`src/rtl/hs_pkg.sv`:
```
// Shared types and constants for the handshake stream checker.
package hs_pkg;

  typedef enum logic [1:0] {
    ST_IDLE = 2'd0,
    ST_RUN  = 2'd1,
    ST_DONE = 2'd2
  } state_e;

  localparam logic [1:0] BP_ALWAYS = 2'd0;
  localparam logic [1:0] BP_LFSR   = 2'd1;
  localparam logic [1:0] BP_DUTY   = 2'd2;
  localparam logic [1:0] BP_NEVER  = 2'd3;

  // Right-shifting Galois form of x^16 + x^14 + x^13 + x^11 + 1.
  localparam logic [15:0] LFSR_TAPS = 16'hB400;

  function automatic logic [15:0] lfsr_step(input logic [15:0] s);
    lfsr_step = {1'b0, s[15:1]} ^ (s[0] ? LFSR_TAPS : 16'h0000);
  endfunction

endpackage

```
`src/rtl/hs_bp_gen.sv`:
```
// Backpressure generator: registered ready from an LFSR, a duty counter or a
// constant, selected by bp_mode; ready is only ever high while the checker runs.
module hs_bp_gen
  import hs_pkg::*;
#(
  parameter logic [15:0] LFSR_SEED = 16'hACE1
) (
  input  logic       clk,
  input  logic       rst,
  input  logic       i_run,
  input  logic       i_run_next,
  input  logic [1:0] i_bp_mode,
  input  logic [7:0] i_bp_period,
  output logic       o_ready
);

  logic [15:0] r_lfsr;
  logic [15:0] w_lfsr_next;
  logic [7:0]  r_duty;
  logic [7:0]  w_duty_next;
  logic        w_ready_next;

  // Next LFSR/duty state and the ready value for the coming cycle.
  always_comb begin
    w_lfsr_next  = r_lfsr;
    w_duty_next  = 8'd0;
    w_ready_next = 1'b0;
    if (i_run_next) begin
      if (i_bp_mode == BP_LFSR) begin
        w_lfsr_next = lfsr_step(r_lfsr);
      end else begin
        w_lfsr_next = r_lfsr;
      end
      // The counter restarts at 0 on entry to RUN so the first run cycle is ready.
      if (i_run && (r_duty < i_bp_period)) begin
        w_duty_next = r_duty + 8'd1;
      end else begin
        w_duty_next = 8'd0;
      end
      case (i_bp_mode)
        BP_ALWAYS: w_ready_next = 1'b1;
        BP_LFSR:   w_ready_next = w_lfsr_next[0];
        BP_DUTY:   w_ready_next = (w_duty_next == 8'd0);
        BP_NEVER:  w_ready_next = 1'b0;
        default:   w_ready_next = 1'b0;
      endcase
    end else begin
      w_lfsr_next  = r_lfsr;
      w_duty_next  = 8'd0;
      w_ready_next = 1'b0;
    end
  end

  // Generator state and registered ready.
  always_ff @(posedge clk or posedge rst) begin
    if (rst) begin
      r_lfsr  <= LFSR_SEED;
      r_duty  <= 8'd0;
      o_ready <= 1'b0;
    end else begin
      r_lfsr  <= w_lfsr_next;
      r_duty  <= w_duty_next;
      o_ready <= w_ready_next;
    end
  end

endmodule

```
`config.mk`:
```
export PLATFORM = sky130hd
export DESIGN_NAME = hs_bp_gen
export DESIGN_NICKNAME = d
export VERILOG_FILES = /design/src/rtl/hs_pkg.sv /design/src/rtl/hs_bp_gen.sv
export SDC_FILE = /design/constraint.sdc
export NUM_CORES = 1
export LEC_CHECK = 0
export BUFFER_PORTS_ARGS = -buffer_cell sky130_fd_sc_hd__buf_2
export CORE_MARGIN = 1.5
export CORE_UTILIZATION = 30
export DETAILED_ROUTE_END_ITERATION = 10
export SYNTH_ARGS = -nofsm -noshare
export SYNTH_HDL_FRONTEND = slang
export SYNTH_SLANG_ARGS = --single-unit
```
`constraint.sdc`:
```
create_clock -name clk -period 2.15 [get_ports clk]
set_clock_uncertainty 0.15 [all_clocks]
set_input_delay 0.43 -clock clk [delete_from_list [all_inputs] [get_ports clk]]
set_output_delay 0.43 -clock clk [all_outputs]
set_load 0.05 [all_outputs]
```
**Yosys cells after proc, flatten, opt, wreduce, memory -nomap -nowiden**

Index checks and enable logic that the tools add are counted.

- Register bits: 25
- Output and inout port bits: 1

- Add/sub/neg operators: 1
- Order comparisons: 1
- Equal/unequal tests: 3
- Mux-type cells: 7
- Bitwise logic cells: 1
- Reductions and logical operators: 4

Operators by type and width:

| operator | number |
|---|---|
| $mux W8 | 3 |
| $mux W16 | 1 |
| $xor A15 B16 Y16 | 1 |
| $add A8 B1 Y8 const B | 1 |
| $logic_not A8 Y1 | 1 |
| $lt A8 B8 Y1 | 1 |
| $eq A2 B2 Y1 const B | 2 |
| $pmux W1 S4 | 1 |
| $eq A2 B1 Y1 const B | 1 |
| $logic_not A2 Y1 | 1 |
| $mux W1 | 2 |
| $reduce_and A2 Y1 | 1 |
| $logic_and A1 B1 Y1 | 1 |

**Longest topological paths before layout**

Gate-level depths: netlist of the first run.

- Depth in word-level cells: 7
- Gate-level depth with buffers: 6

**Least setup slack after synthesis of the first run**

No wires, ideal clock.

- Kind: input to register
- Start: input i_bp_period[2]
- End: register r_duty[2]
- Setup time: 69 ps
- Data arrival time: 1527 ps
- Path slack: 404 ps
- Stages on the path: 6
- Path through: inv_1 ha_1 a211oi_2 o21ai_1 a211o_4 nor2b_2

- Cells in the longest elaborated chain, start to end: 5

RTL lines:

| item | line | source |
|---|---|---|
| from (decl) | hs_bp_gen.sv:13 | `input logic [7:0] i_bp_period,` |
| $lt A8 B8 Y1 | hs_bp_gen.sv:35 | `if (i_run && (r_duty < i_bp_period)) begin` |
| $logic_and A1 B1 Y1 | hs_bp_gen.sv:35 |  |
| $mux W8 | hs_bp_gen.sv:35 |  |
| $mux W8 (2 in series) | hs_bp_gen.sv:28 | `if (i_run_next) begin` |
| via w_duty_next[2] | hs_bp_gen.sv:20 | `logic [7:0] w_duty_next;` |
| to (signal assigned) | hs_bp_gen.sv:62 | `r_duty <= w_duty_next;` |
| to (decl) | hs_bp_gen.sv:19 | `logic [7:0] r_duty;` |

The timed path passes the listed nets, and every way through them passes these cells. The select of a mux whose other input is x is not followed.
A chain may end at the register's enable or synchronous reset.

**Worst setup path in the final report of the first run**

- Start: register r_duty[2]
- End: register o_ready

- Cells in the longest elaborated chain, start to end: 7
- Elaborated cells on any way between the ends: 8
- Those cells by class: add/sub: 1; order compare: 1; mux: 4; reduce/logical: 2

RTL lines:

| item | line | source |
|---|---|---|
| $lt A8 B8 Y1 | hs_bp_gen.sv:35 |  |
| $logic_and A1 B1 Y1 | hs_bp_gen.sv:35 |  |
| $mux W8 * | hs_bp_gen.sv:35 |  |
| $mux W8 * | hs_bp_gen.sv:28 |  |
| $logic_not A8 Y1 * | hs_bp_gen.sv:43 | `BP_DUTY: w_ready_next = (w_duty_next == 8'd0);` |
| $pmux W1 S4 * | hs_bp_gen.sv:40 | `case (i_bp_mode)` |
| $mux W1 * | hs_bp_gen.sv:28 |  |
| via w_ready_next | hs_bp_gen.sv:21 | `logic w_ready_next;` |
| to (signal assigned) | hs_bp_gen.sv:63 | `o_ready <= w_ready_next;` |
| to (decl) | hs_bp_gen.sv:14 | `output logic o_ready` |

Mark *: on every way through the listed nets, which the timed path passes. The rest lies on a longest branch. The select of a mux whose other input is x is not followed.

==> metrics, run 1 <==
IO Port Bufs 14; Yosys warning total 0; Mapped Cells 119; total power 940 µW; Critical Path RT 2140 ps; f_max 0.531 GHz; routing usage on met2 18.7%; maximum vdd drop 469 µV; number of hold buffers added after cts 0; P_leak 0.727 nW; kind of end point of the critical path flip-flop; syn_nets 141; H-tree depth 1; Clock Path Buffers 2; post-synth top area share 31.5%; Die W 70.1 µm; Post-synth top cells dfrtp_1, nor2_1, inv_1; Post-synth ARST share 100%; DIE HEIGHT 70.1 µm; nets@finish 161; TritonCTS Sinks 25; delay of the slowest critical-path stage 450 ps; XOR/XNOR share of the synthesized area 6.49%; setup_tns 0 ps; sequential area share after synthesis 47.1%; crit path DAT 1880 ps; Synth Area in Simple Gates 13.8%; synthesized-area fraction occupied by adder cells 7.42%; grt ovf 0; root buffer cell clkbuf_8; CP cell instances ha_1 -> a211oi_2 -> o21ai_1 -> a21oi_1 -> o221ai_2; #FFs+latches synth 25; vias per cell 4.82; Resized cells post-CTS 0; Core Footprint 0.00435 mm²; worst-margin pin slew 332 ps; largest net degree at the start of global routing 26; most frequent cell after synthesis dfrtp_1; Placed Cells incl. Taps 186; share of post-route cells with drive strength above 1 36.2%; min Tclk post-route 1880 ps; RePlAce Congestion 0.826; Post-CTS Setup Repair Bufs 0; CTS tree yes; Synth cell types 31; crit path kind reg -> reg; Post-Syn Area per Cell 11.3 µm²; cts bufs inserted 3; ANT cells 0; fin cells 190; wire per inst 12.4 µm; Die ar. 0.00491 mm²; period utilization 87.6%; Clock Pin Slew Worst Setup and Hold Paths 90 ps; post-route ant nets 0; GR Util met1 11.7%; GR Util met3 2.74%; Placed Area 0.00149 mm²; area leader, netlist dfrtp_1; number of flops mapped to enable cells by yosys 0; CP top delay family compound AO/OA/AOI/OAI gates; # Max-Cap Violations 0; largest family of logic cells by synthesized area simple AND/OR/NAND/NOR gates; Final Max Tran Viols 0; gr usage total 10.3%; WL final 2370 µm; DPL Wire Length 1800 µm; worst hold slack 57.5 ps; compound-gate portion of the synthesized area 8.44%; initial antenna violation count 0; Rel. slew slack 77.9%; post-synthesis instance area 0.00135 mm²; num rows 24; drt initial violations 57; Core Util, Final 35.3%; ranking of synthesized cells by area dfrtp_1, dfstp_2, mux2_2; mux cell area share after synthesis 12.8%; Final Hold Fails 0; Final Cell Area 0.00154 mm²; status complete, no violations; CP bufs+invs 0; RSZ-0062 raised after global routing false; global-route wire length before repair 4140 µm; Post-Place Worst Slack 132 ps; Fillers 440; gr busiest metal met2; IO Count 15; Power Dens Cells 612 mW/mm²; CP max stage cell dfrtp_1; Synth-to-Final Area Change 13.9%; initial core utilization 31.0%; crit path max fanout 5; worst hold path type in -> async; worst setup margin 266 ps; worst skew pair latency 260 ps; vias in the first global route 974; Final Setup Violations 0; router iterations before antenna repair 4; # DRC 0; Worst Setup Start Kind flip-flop; vias 915; Synth Flop Type dfrtp_1
-- per-layer routing --
| metal | vias to the layer above | share of wire [%] |
|---|---|---|
| met5 | - | 0 |
| met4 | 0 | 0.59 |
| met3 | 2 | 4.9 |
| met2 | 25 | 53 |
| met1 | 446 | 42 |
| li1 | 442 | - |
-- cells by family after synthesis --
group,after synthesis
compound gates,15
xor+xnor,10
fa+ha+maj,8
buf+inv,12
flops,25
mux,14
simple gates,35
-- worst register-to-register path, stage by stage, from the launching register on --
cell      delay (ps)
dfrtp_1          450
ha_1             330
a211oi_2         210
o21ai_1          140
a21oi_1          330
o221ai_2         150
-- power breakdown --
group	switching, mW	internal (mW)	leakage (nW)
logic	0.0559	0.0668	0.388
clock network	0.141	0.131	0.0217
registers	0.0217	0.523	0.317
-- worst paths after layout --
check                                             from                endpoint  slack (ps)  cells after the start
max in group asynchronous                          rst   r_lfsr[5]$_DFFE_PP1P_        1490                      3
worst min register to register  r_lfsr[12]$_DFFE_PP0P_  r_lfsr[12]$_DFFE_PP0P_         350                      2
worst max register to register     r_duty[2]$_DFF_PP0_       o_ready$_DFF_PP0_         270                      5
min in group clk                            i_run_next     r_duty[1]$_DFF_PP0_         340                      2
worst max-delay path               r_duty[2]$_DFF_PP0_       o_ready$_DFF_PP0_         270                      5
worst min-delay path                               rst   r_lfsr[8]$_DFFE_PP0P_          60                      3
-- cell type report --
| class | instances | area [µm²] | share of cell area (%) |
|---|---|---|---|
| Tap cell | 52 | 65.1 | 4.23 |
| Clock inverter | 1 | 7.51 | 0.489 |
| Clock buffer | 3 | 41.3 | 2.69 |
| Multi-Input combinational cell | 82 | 661 | 43.0 |
| Sequential cell | 25 | 636 | 41.4 |
| Inverter | 11 | 41.3 | 2.69 |
| Timing Repair Buffer | 16 | 85.1 | 5.54 |
-- layout by cell type, fill, tap and decap left out, drive strengths merged, types with 2 or more instances in the layout --
| cell type | Yosys | routed |
|---|---|---|
| dfrtp | 17 | 17 |
| nand2 | 8 | 8 |
| buf | 1 | 16 |
| o21ai | 7 | 7 |
| dfstp | 8 | 8 |
| nand4 | 2 | 2 |
| mux2 | 14 | 14 |
| nor3 | 2 | 2 |
| xor2 | 3 | 3 |
| a21oi | 3 | 3 |
| ha | 8 | 8 |
| nand3 | 3 | 3 |
| a211oi | 2 | 2 |
| xnor2 | 7 | 7 |
| inv | 11 | 11 |
| clkbuf | 0 | 3 |
| nor2 | 13 | 13 |
| nor2b | 3 | 3 |
-- registers in the layout (all words and copies together) (netlist names) --
signal and cells:
r_duty 8, o_ready 1, r_lfsr 16
Power figures use the tool's default switching activity.
==> inputs of run 2 (changes only) <==
--- a/config.mk
+++ b/config.mk
@@ -9,6 +9,7 @@
 export CORE_MARGIN = 1.5
 export CORE_UTILIZATION = 30
 export DETAILED_ROUTE_END_ITERATION = 10
+export REMOVE_ABC_BUFFERS = 1
 export SYNTH_ARGS = -nofsm -noshare
 export SYNTH_HDL_FRONTEND = slang
 export SYNTH_SLANG_ARGS = --single-unit
==> metrics, run 2 (synthesized netlist as in run 1, its figures left out) <==
H-tree depth 1 (unchanged); switching fraction of total power 23.6% (+0.30 points); crit path DAT 1870 ps (about the same); maximum vdd drop 492 µV (+4.9%); P_leak 0.721 nW (-0.72%); num rows 24 (unchanged); RSZ-0062 raised after global routing false; IO Count 15 (unchanged); Placed Area 0.00148 mm² (-0.50%); initial antenna violation count 0 (unchanged); DPL Wire Length 1860 µm (+3.4%); Clock Path Buffers 2 (unchanged); Resized cells post-CTS 0 (unchanged); Power Dens Cells 616 mW/mm² (+0.73%); CTS tree yes; Die W 70.1 µm (unchanged); Final Setup Violations 0 (unchanged); crit path kind reg -> reg; f_max 0.534 GHz (+0.55%); grt ovf 0 (unchanged); Biggest register r_lfsr; Rel. slew slack 60.4% (-18 points); WL final 2350 µm (-0.72%); kind of end point of the critical path flip-flop; largest net degree at the start of global routing 20 (-23%); ANT cells 0 (unchanged); worst skew pair latency 260 ps (about the same); worst hold path type in -> async; most common cell after layout, fill and taps aside dfrtp_1; root buffer cell clkbuf_8; most frequent cells in the layout dfrtp_1, buf_2, nor2_1, inv_1, mux2_2; nets@finish 160 (-0.62%); # DRC 0 (unchanged); share of post-route cells with drive strength above 1 35.8% (-0.47 points); crit path max fanout 5 (unchanged); cell-internal power 720 µW (-0.16%); initial core utilization 31.0% (unchanged); IO Port Bufs 14 (unchanged); delay of the slowest critical-path stage 460 ps (about the same); number of hold buffers added after cts 0 (unchanged); period utilization 87.1% (-0.48 points); CP bufs+invs 0 (unchanged); Final Max Tran Viols 0 (unchanged); share of power burned in registers 58.2% (+0.2 points); TritonCTS Sinks 25 (unchanged); Clock Pin Slew Worst Setup and Hold Paths 80 ps (about the same); worst-margin pin slew 594 ps (+262 ps); Final Hold Fails 0 (unchanged); Largest regs r_lfsr: 16 flops, r_duty: 8 flops, o_ready: 1 flops; Critical Path RT 2140 ps (about the same); Post-CTS Setup Repair Bufs 0 (unchanged); RePlAce Congestion 0.828 (+0.19%); vias in the first global route 945 (-3.0%); vias per cell 4.79 (-0.46%); cts bufs inserted 3 (unchanged); Switch Pwr 222 µW (+1.5%); wire per inst 12.4 µm (-0.19%); Clk pwr share 29.1% (about the same); # Max-Cap Violations 0 (unchanged); max reg flops 16 (unchanged); Worst Setup Start Kind flip-flop; post-route ant nets 0 (unchanged); Synth-to-Final Area Change 13.4%; CP top delay family compound AO/OA/AOI/OAI gates; total power 942 µW (+0.24%); setup_tns 0 ps (unchanged); drt initial violations 83 (+46%); Comb power frac 12.7% (-0.4 points); Core Footprint 0.00435 mm² (unchanged); Die ar. 0.00491 mm² (unchanged); router iterations before antenna repair 4 (unchanged); global-route wire length before repair 4000 µm (-3.3%); gr usage total 10.3% (about the same); CP max stage cell dfrtp_1; Final Cell Area 0.00153 mm² (-0.49%); status complete, no violations; min Tclk post-route 1870 ps (-10.2 ps); DIE HEIGHT 70.1 µm (unchanged); vias 906 (-0.98%); CP cell instances ha_1 -> a211oi_2 -> o21ai_1 -> a21oi_1 -> o221ai_2
run 2: cell types whose count changed in the layout (fill, tap and decap cells not counted):
cell / delta
buf_4: -1
run 2: final timing paths:
check / end / cells after the start / start / slack (ps)
max in group asynchronous: r_duty[6]$_DFF_PP0_ / 3 / rst / 1230
worst min register to register: r_lfsr[10]$_DFFE_PP1P_ / 2 / r_lfsr[10]$_DFFE_PP1P_ / 350
worst max register to register: o_ready$_DFF_PP0_ / 5 / r_duty[2]$_DFF_PP0_ / 280
min in group clk: r_duty[1]$_DFF_PP0_ / 2 / i_run_next / 340
worst max-delay path: o_ready$_DFF_PP0_ / 5 / r_duty[2]$_DFF_PP0_ / 280
worst min-delay path: r_lfsr[14]$_DFFE_PP0P_ / 2 / rst / 70
run 2: worst register-to-register path, cell delays in order, from the launching register on:
cell	delay (ps)
dfrtp_1	460
ha_1	330
a211oi_2	230
o21ai_1	130
a21oi_1	310
o221ai_2	150
run 2: per-stage QoR:
| step | std cells | util (%) | setup slack [ps] | hold slack [ps] |
|---|---|---|---|---|
| after floorplan | 118 | - | 404 | 301 |
| after global placement | 185 | 34.0 | 227 | 323 |
| after detailed placement | 185 | 34.0 | 179 | 344 |
| after CTS | 189 | 35.1 | 270 | 81.0 |
| after global routing | 189 | 35.1 | 168 | 94.9 |
| final | 189 | 35.1 | 276 | 66.8 |
run 2: power groups by stage:
| stage | clock network [mW] | logic [mW] | registers, mW |
|---|---|---|---|
| floorplan | 0 | 0.0854 | 0.554 |
| global placement | 0 | 0.116 | 0.554 |
| detailed placement | 0 | 0.121 | 0.557 |
| CTS | 0.285 | 0.122 | 0.548 |
| global route | 0.314 | 0.133 | 0.554 |
| finish | 0.274 | 0.119 | 0.549 |
run 2: area by class of cell:
type | instances | area [µm²]
Clock buffer | 3 | 41.3
Tap cell | 52 | 65.1
Inverter | 11 | 41.3
Timing Repair Buffer | 15 | 77.6
Fill cell | 432 | 2830
Sequential cell | 25 | 636
Clock inverter | 1 | 7.51
Multi-Input combinational cell | 82 | 661
run 2: layer usage:
layer	vias up	routed length, µm	global-route usage (%)
met1	449	958	10.7
met2	15	1270	19.3
met5	-	0	0
met4	0	27	3.85
li1	440	-	-
met3	2	96	3.03
